--- src/rtl/alu_op_sequencer.sv ---
// alu_op_sequencer: command front-end and execution stage of the 16-bit ALU.
// Single-cycle add/sub/logic/shift, iterative multiply and restoring divide.
module alu_op_sequencer #(
  parameter int WIDTH = 16,
  parameter int CNT_W = 5
) (
  input  logic             clock,
  input  logic             reset,
  input  logic             cmd_valid,
  output logic             cmd_ready,
  input  logic [2:0]       cmd_op,
  input  logic [WIDTH-1:0] cmd_a,
  input  logic [WIDTH-1:0] cmd_b,
  input  logic             abort,
  output logic             res_valid,
  output logic [WIDTH-1:0] res_data,
  output logic             res_error,
  output logic             busy
);

  typedef enum logic [2:0] {
    IDLE,
    EXEC,
    MUL,
    DIV,
    DONE
  } state_t;

  localparam logic [2:0] OP_ADD = 3'd0;
  localparam logic [2:0] OP_SUB = 3'd1;
  localparam logic [2:0] OP_AND = 3'd2;
  localparam logic [2:0] OP_OR  = 3'd3;
  localparam logic [2:0] OP_XOR = 3'd4;
  localparam logic [2:0] OP_SHL = 3'd5;
  localparam logic [2:0] OP_MUL = 3'd6;
  localparam logic [2:0] OP_DIV = 3'd7;

  localparam int SH_W = $clog2(WIDTH);
  localparam logic [CNT_W-1:0] LAST = CNT_W'(WIDTH - 1);
  localparam logic [CNT_W-1:0] MAXC = CNT_W'(WIDTH);

  state_t state;
  state_t state_nxt;

  logic [2:0]         op_q;
  logic [WIDTH-1:0]   a_q;
  logic [WIDTH-1:0]   b_q;
  logic [2*WIDTH-1:0] acc;
  logic [CNT_W-1:0]   cnt;

  logic               load;
  logic               finish;
  logic [WIDTH-1:0]   res_nxt;
  logic               err_nxt;

  logic [WIDTH:0]     mul_sum;
  logic [2*WIDTH-1:0] mul_step;
  logic [WIDTH:0]     div_trial;
  logic [WIDTH:0]     div_diff;
  logic [2*WIDTH-1:0] div_step;
  logic [WIDTH-1:0]   exec_res;
  logic               exec_err;

  assign cmd_ready = (state == IDLE);
  assign busy      = (state != IDLE);

  // One shift-and-add multiply step and one restoring divide step.
  always_comb begin
    mul_sum   = {1'b0, acc[2*WIDTH-1:WIDTH]}
              + (acc[0] ? {1'b0, a_q} : '0);
    mul_step  = {mul_sum, acc[WIDTH-1:1]};
    div_trial = acc[2*WIDTH-1:WIDTH-1];
    div_diff  = div_trial - {1'b0, b_q};
    if (div_diff[WIDTH])
      div_step = {div_trial[WIDTH-1:0], acc[WIDTH-2:0], 1'b0};
    else
      div_step = {div_diff[WIDTH-1:0], acc[WIDTH-2:0], 1'b1};
  end

  // Single-cycle result and error for the latched operation.
  always_comb begin
    exec_res = '0;
    exec_err = 1'b0;
    unique case (1'b1)
      (op_q == OP_ADD): {exec_err, exec_res} = {1'b0, a_q} + {1'b0, b_q};
      (op_q == OP_SUB): begin
        exec_res = a_q - b_q;
        exec_err = (a_q < b_q);
      end
      (op_q == OP_AND): exec_res = a_q & b_q;
      (op_q == OP_OR):  exec_res = a_q | b_q;
      (op_q == OP_XOR): exec_res = a_q ^ b_q;
      (op_q == OP_SHL): begin
        exec_res = a_q << b_q[SH_W-1:0];
        exec_err = |b_q[WIDTH-1:SH_W];
      end
      (op_q == OP_DIV): begin
        exec_res = '1;
        exec_err = 1'b1;
      end
      default: ;
    endcase
  end

  // State register.
  always_ff @(posedge clock or posedge reset) begin
    if (reset) state <= IDLE;
    else       state <= state_nxt;
  end

  // Next state, operand load and result capture strobes.
  always_comb begin
    state_nxt = state;
    load      = 1'b0;
    finish    = 1'b0;
    res_nxt   = '0;
    err_nxt   = 1'b0;
    unique case (state)
      IDLE: begin
        if (cmd_valid) begin
          load = 1'b1;
          if (cmd_op == OP_MUL)
            state_nxt = MUL;
          else if (cmd_op == OP_DIV && cmd_b != '0)
            state_nxt = DIV;
          else
            state_nxt = EXEC;
        end
      end
      EXEC: begin
        if (abort) begin
          state_nxt = IDLE;
        end else begin
          finish    = 1'b1;
          res_nxt   = exec_res;
          err_nxt   = exec_err;
          state_nxt = DONE;
        end
      end
      MUL: begin
        if (abort) begin
          state_nxt = IDLE;
        end else if (cnt == LAST) begin
          finish    = 1'b1;
          res_nxt   = mul_step[WIDTH-1:0];
          err_nxt   = |mul_step[2*WIDTH-1:WIDTH];
          state_nxt = DONE;
        end
      end
      DIV: begin
        if (abort) begin
          state_nxt = IDLE;
        end else if (cnt == LAST) begin
          finish    = 1'b1;
          res_nxt   = div_step[WIDTH-1:0];
          state_nxt = DONE;
        end
      end
      DONE:    state_nxt = IDLE;
      default: state_nxt = IDLE;
    endcase
  end

  // Operand latch, iteration register and saturating counter.
  always_ff @(posedge clock or posedge reset) begin
    if (reset) begin
      op_q <= '0;
      a_q  <= '0;
      b_q  <= '0;
      acc  <= '0;
      cnt  <= '0;
    end else if (load) begin
      op_q <= cmd_op;
      a_q  <= cmd_a;
      b_q  <= cmd_b;
      cnt  <= '0;
      if (cmd_op == OP_DIV)
        acc <= {{WIDTH{1'b0}}, cmd_a};
      else
        acc <= {{WIDTH{1'b0}}, cmd_b};
    end else if (state == MUL || state == DIV) begin
      acc <= (state == MUL) ? mul_step : div_step;
      if (cnt != MAXC)
        cnt <= cnt + CNT_W'(1);
    end
  end

  // Result registers update entering DONE; valid pulses while leaving it.
  always_ff @(posedge clock or posedge reset) begin
    if (reset) begin
      res_data  <= '0;
      res_error <= 1'b0;
      res_valid <= 1'b0;
    end else begin
      res_valid <= (state == DONE);
      if (finish) begin
        res_data  <= res_nxt;
        res_error <= err_nxt;
      end
    end
  end

endmodule

--- config.mk ---
export PLATFORM = sky130hd
export DESIGN_NAME = alu_op_sequencer
export DESIGN_NICKNAME = d
export VERILOG_FILES = /design/src/rtl/alu_op_sequencer.sv
export SDC_FILE = /design/constraint.sdc
export NUM_CORES = 1
export LEC_CHECK = 0
export CAP_MARGIN = 25
export CORE_UTILIZATION = 50
export DETAILED_ROUTE_END_ITERATION = 12
export PLACE_DENSITY = 0.76
export SLEW_MARGIN = 0
export SYNTH_ARGS = -nofsm -noshare
export SYNTH_HDL_FRONTEND = slang
export SYNTH_SLANG_ARGS = --single-unit
--- constraint.sdc ---
create_clock -name clock -period 8.53 [get_ports clock]
set_clock_uncertainty 0.05 [all_clocks]
set_input_delay 1.706 -clock clock [delete_from_list [all_inputs] [get_ports clock]]
set_output_delay 1.706 -clock clock [all_outputs]
set_load 0.03 [all_outputs]
-- Word level (Yosys, flattened, before mapping)
Index checks and enable logic that the tools add are counted.
- output and inout bits: 20
- register bits: 93
- word-level logic and storage cells: 82
- input bits: 39
- shift operators: 1
- bitwise operators: 3
- reductions and logical operators: 13
- order comparisons: 1
- $add $sub $neg: 5
- muxes and demuxes: 34
- eq/ne operators: 16
- operators by type and width (operator ; count):
    $mux W32 ; 4
    $mux W16 ; 7
    $pmux W16 S7 ; 1
    $pmux W16 S3 ; 1
    $add A16 B16 Y17 ; 2
    $eq A3 B3 Y1 const B ; 6
    $sub A17 B16 Y17 ; 1
    $and A16 B16 Y16 ; 1
    $lt A16 B16 Y1 ; 1
    $or A16 B16 Y16 ; 1
    $reduce_bool A16 Y1 ; 1
    $reduce_or A16 Y1 ; 1
    $shl A16 B4 Y16 ; 1
    $sub A16 B16 Y16 ; 1
    $xor A16 B16 Y16 ; 1
    $mux W5 ; 3
    $eq A3 B2 Y1 const B ; 4
    $mux W3 ; 4
    $reduce_or A12 Y1 ; 1
    $pmux W3 S3 ; 1
    $mux W1 ; 8
    $eq A3 B1 Y1 const B ; 2
    $logic_not A3 Y1 ; 2
    $add A5 B1 Y5 const B ; 1
    13 further kinds ; 17

-- Logic depth before layout (Yosys ltp)
- word-level depth: 6
- depth in mapped cells: 13
- mapped depth without buffers: 12

-- Worst setup path after synthesis
No wires, ideal clock.
- path type: input port to flip-flop
- start: input port abort
- end: register res_error
- path slack: 4.920 ns
- path buffers: 0
- arrival: 3.419 ns
- cell stages on the path: 7
- library setup time: 0.141 ns
- required time: 8.339 ns
- cells stage by stage: or3_4 > a2111oi_4 > o211ai_1 > nor4_2 > or4b_1 > o41ai_2 > nand3_1
- cells in the longest elaborated chain, start to end: 2
- elaborated cells on any way between the ends: 6
- those cells by class: mux: 6
- RTL lines (item ; RTL line ; text):
    start: declaration ; 14 ; input logic abort,
    $mux W1, on equally long branches ; 141, 131, 151 ;
    $pmux W1 S2 ; 118 ; unique case (state)
    end signal: assignment ; 198 ; res_error <= err_nxt;
    end: declaration ; 17 ; output logic res_error,
Parallel ways exist; a longest one is shown, timed or not.
A chain may end at the register's enable or synchronous reset.

-- Worst setup path in the final report
- start: register b_q[1]
- end: register acc[19]
- cells in the longest elaborated chain, start to end: 5
- RTL lines (item ; RTL line ; text):
    start: declaration ; 47 ; logic [WIDTH-1:0] b_q;
    start signal: assignment ; 175 ; b_q <= cmd_b;
    $sub A17 B16 Y17 ; 73 ; div_diff = div_trial - {1'b0, b_q};
    $mux W32 ; 74 ; if (div_diff[WIDTH])
    $mux W32 ; 182 ; acc <= (state == MUL) ? mul_step : div_step;
    $mux W32 ; 181 ; end else if (state == MUL || state == DIV) begin
    $mux W32 ; 172 ; end else if (load) begin
    end signal: assignment ; 178 ; acc <= {{WIDTH{1'b0}}, cmd_a};
    end signal: assignment ; 180 ; acc <= {{WIDTH{1'b0}}, cmd_b};
    end signal: assignment ; 182 ;
    end: declaration ; 48 ; logic [2*WIDTH-1:0] acc;
Every way passes these cells. The select of a mux whose other input is x is not followed.

==> impl_metrics.json <==
{
  "power.internal_uw": 1860,
  "ctsHoldBuffers": 0,
  "die_height_um": 138,
  "cp_top_family": "compound AO/OA/AOI/OAI gates",
  "postLayoutCoreUtil": 0.570,
  "synth_top_area_frac": 0.251,
  "synth_top_area_cell": "dfrtp_1",
  "first_pass_iters": 10,
  "clock_sinks": 93,
  "min_to": "res_data[3]$_DFFE_PP0P_",
  "clock_latency_ps": 360,
  "synthTopCellsByArea": "dfrtp_1 25%, ha_1 12%, o21ai_0 6.6%, mux2i_1 6.4%, nand2_1 5.1%",
  "avgSynthCellArea_um2": 8.10,
  "wl_mm": 32.0,
  "ctsResizeCount": 0,
  "postCtsSetupRepairBufs": 0,
  "postSynthCellCount": 1144,
  "ir_drop_mv": 0.192,
  "synthesis.area_mm2": 0.00927,
  "htree_levels": 3,
  "drt-met1-wl_mm": 13.1,
  "grt_pass1_wl_mm": 50.3,
  "critPathArrivalTime_ps": 4740,
  "drc": 10,
  "ant_nets": 0,
  "setup_violations": 0,
  "ctsRootBufferMaster": "clkbuf_16",
  "synth_enable_flop_cells": 0,
  "fin_nets": 1294,
  "path_cells": "inv_1 > fa_1 > a211oi_1 > nor2_1 > o211ai_1 > a31oi_1 > o311ai_4 > buf_4 > mux2_2 > a221o_1",
  "dr_wl_met3_mm": 3.29,
  "clk_pin_slew_ps": 70,
  "top_layer_used": "met4",
  "synth_nets": 1277,
  "path_buf_inv": 2,
  "p_leak_uw": 0.00456,
  "min_path_type": "flip-flop to flip-flop",
  "rows": 49,
  "r2r_slack_ps": 3980,
  "layout-drive-gt1-share": 0.0523,
  "required_ps": 8720,
  "grt-ovfl-total": 0,
  "cts_buffers": 9,
  "vias": 9258,
  "drtIter0Drc": 1081,
  "cp_max_fo": 24,
  "crit_slowest_cell": "dfrtp_1",
  "reg2reg_depth": 10,
  "cts_buffer_depth": 2,
  "start_util": 0.512,
  "die-area_mm2": 0.0191,
  "antennaDiodeCount": 0,
  "synth.ff_latch_count": 93,
  "area_delta_synth_final_pct": 11.3,
  "finalHoldViolations": 0,
  "switching_share": 0.520,
  "track_usage": 0.340,
  "min_period_ps": 4550,
  "tightest_slew_ps": 1010,
  "rsz0062_at_grt": "no",
  "ios": 59,
  "wire_per_inst_um": 23.0,
  "async_flop_share": 1.00,
  "ys.flop_type": "dfrtp_1",
  "ys_seq_area_frac": 0.251,
  "grt_max_degree": 80,
  "p_comb_frac": 0.671,
  "routed_via_density": 6.64,
  "drv_slew": 0,
  "core_mm2": 0.0181,
  "antenna_found_initial": 0,
  "relSlewSlack": 0.328,
  "yosys-top-cells-count": "125 x nand2_1, 122 x o21ai_0, 93 x dfrtp_1",
  "yosys.cell_count.top_type": "nand2_1",
  "fin_crit_sh": 0.533,
  "dp_hpwl_mm": 24.4,
  "status": "finished with violations",
  "criticalPathCategory": "flip-flop to flip-flop",
  "gp_congestion": 1.00,
  "port_buffers": 58,
  "cts_tree": "done",
  "power.density_mw_per_mm2": 375,
  "violations": "DRC",
  "wl_met2_mm": 14.1,
  "p_clk_frac": 0.108,
  "r2r-end": "acc[19]$_DFFE_PP0P_",
  "reg2reg_from": "b_q[1]$_DFFE_PP0P_",
  "fmax_mhz": 220,
  "ys_warn_count": 0,
  "max_stage_delay_ps": 930,
  "die_w_um": 138,
  "holdPathStages": 2,
  "fin_setup_tns_ps": 0,
  "end_kind": "flip-flop",
  "grt_pass1_vias": 8714,
  "drv_cap": 0,
  "switching_power_uw": 2010,
  "critPathLaunchType": "flip-flop",
  "seqPwrFrac": 0.221,
  "synth_cell_types": 79,
  "min-delay-start": "res_data[3]$_DFFE_PP0P_"
}
-- layer usage --
layer / global-route usage / vias to the layer above
li1: - / 4219
met1: 0.466 / 4386
met2: 0.527 / 550
met3: 0.0558 / 103
met4: 0.154 / 0
met5: 0 / -
-- through the flow --
step / area [um2] / setup slack, ps / total power (uW) / hold WS (ps) / cells
3_5_place_dp: 10000 / 4070 / 3350 / 446 / 1379
2_1_floorplan: 9270 / 4350 / 2610 / 427 / 1144
3_3_place_gp: 9980 / 4180 / 3310 / 443 / 1377
6_report: 10300 / 3980 / 3870 / 453 / 1395
4_1_cts: 10300 / 4030 / 3780 / 462 / 1395
5_1_grt: 10300 / 3700 / 4120 / 495 / 1395
-- layout make-up --
| cell class | count | area (um2) |
|---|---|---|
| Fill cell | 1665 | 7770 |
| Multi-Input combinational cell | 916 | 6440 |
| Sequential cell | 93 | 2330 |
| Timing Repair Buffer | 72 | 697 |
| Tap cell | 229 | 287 |
| Inverter | 69 | 262 |
| Clock buffer | 11 | 243 |
| Clock inverter | 5 | 58.8 |
-- power groups by stage --
| stage | Combinational (uW) | Sequential, uW | Clock [uW] |
|---|---|---|---|
| 6_report | 2590 | 856 | 419 |
| 5_1_grt | 2810 | 872 | 438 |
| 4_1_cts | 2520 | 842 | 419 |
| 3_5_place_dp | 2510 | 846 | 0 |
| 3_3_place_gp | 2470 | 842 | 0 |
| 2_1_floorplan | 1800 | 805 | 0 |
-- placed cells by master (no fill, tap or decap), types with 12 or more instances in the layout --
cell and count:
nand2_1 125, o21ai_0 122, dfrtp_1 93, ha_1 90, nor2_1 70, inv_1 67
a21oi_1 61, mux2i_1 59, clkdlybuf4s50_1 58, o211ai_1 28, nor3_1 25, nand3_1 22
a21o_1 21, xnor2_1 21, and2_1 19, o221ai_1 19, o21a_1 16, nand2b_1 13
or3_1 13, a31oi_1 12, buf_4 12
-- cells by family (layout without fill, tap and decap cells) --
family,after synthesis,after routing,share of synthesized area
AO/OA/AOI/OAI,385,385,0.276
AND/OR/NAND/NOR,338,338,0.174
buffers and inverters,135,157,0.0554
adder cells (fa/ha/maj),94,94,0.130
flip-flops,93,93,0.251
multiplexers,70,70,0.0856
XOR/XNOR,29,29,0.0274
-- flip-flops by register name, indices dropped and copies added, names as in the netlist --
signal,cells
acc,32
res_valid,1
op_q,3
state,3
b_q,16
res_error,1
a_q,16
cnt,5
res_data,16
-- how the worst max path moves through the flow --
| stage | start | to | slack (ps) | cells past startpoint |
|---|---|---|---|---|
| finish | b_q[1]$_DFFE_PP0P_ | acc[19]$_DFFE_PP0P_ | 3980 | 10 |
| global route | b_q[1]$_DFFE_PP0P_ | acc[19]$_DFFE_PP0P_ | 3700 | 10 |
| CTS | b_q[1]$_DFFE_PP0P_ | acc[19]$_DFFE_PP0P_ | 4030 | 10 |
| detailed placement | b_q[1]$_DFFE_PP0P_ | acc[19]$_DFFE_PP0P_ | 4070 | 10 |
| global placement | b_q[1]$_DFFE_PP0P_ | acc[19]$_DFFE_PP0P_ | 4180 | 10 |
| floorplan | reset | a_q[0]$_DFFE_PP0P_ | 4350 | 1 |
-- worst min-delay path: cells and delay by family (launching register included) --
| kind | cells | cell delay, ps |
|---|---|---|
| AOI/OAI and AO/OA | 1 | 70 |
| DFF | 1 | 350 |
| and+or+nand+nor | 1 | 50 |
Power figures use the tool's default switching activity.
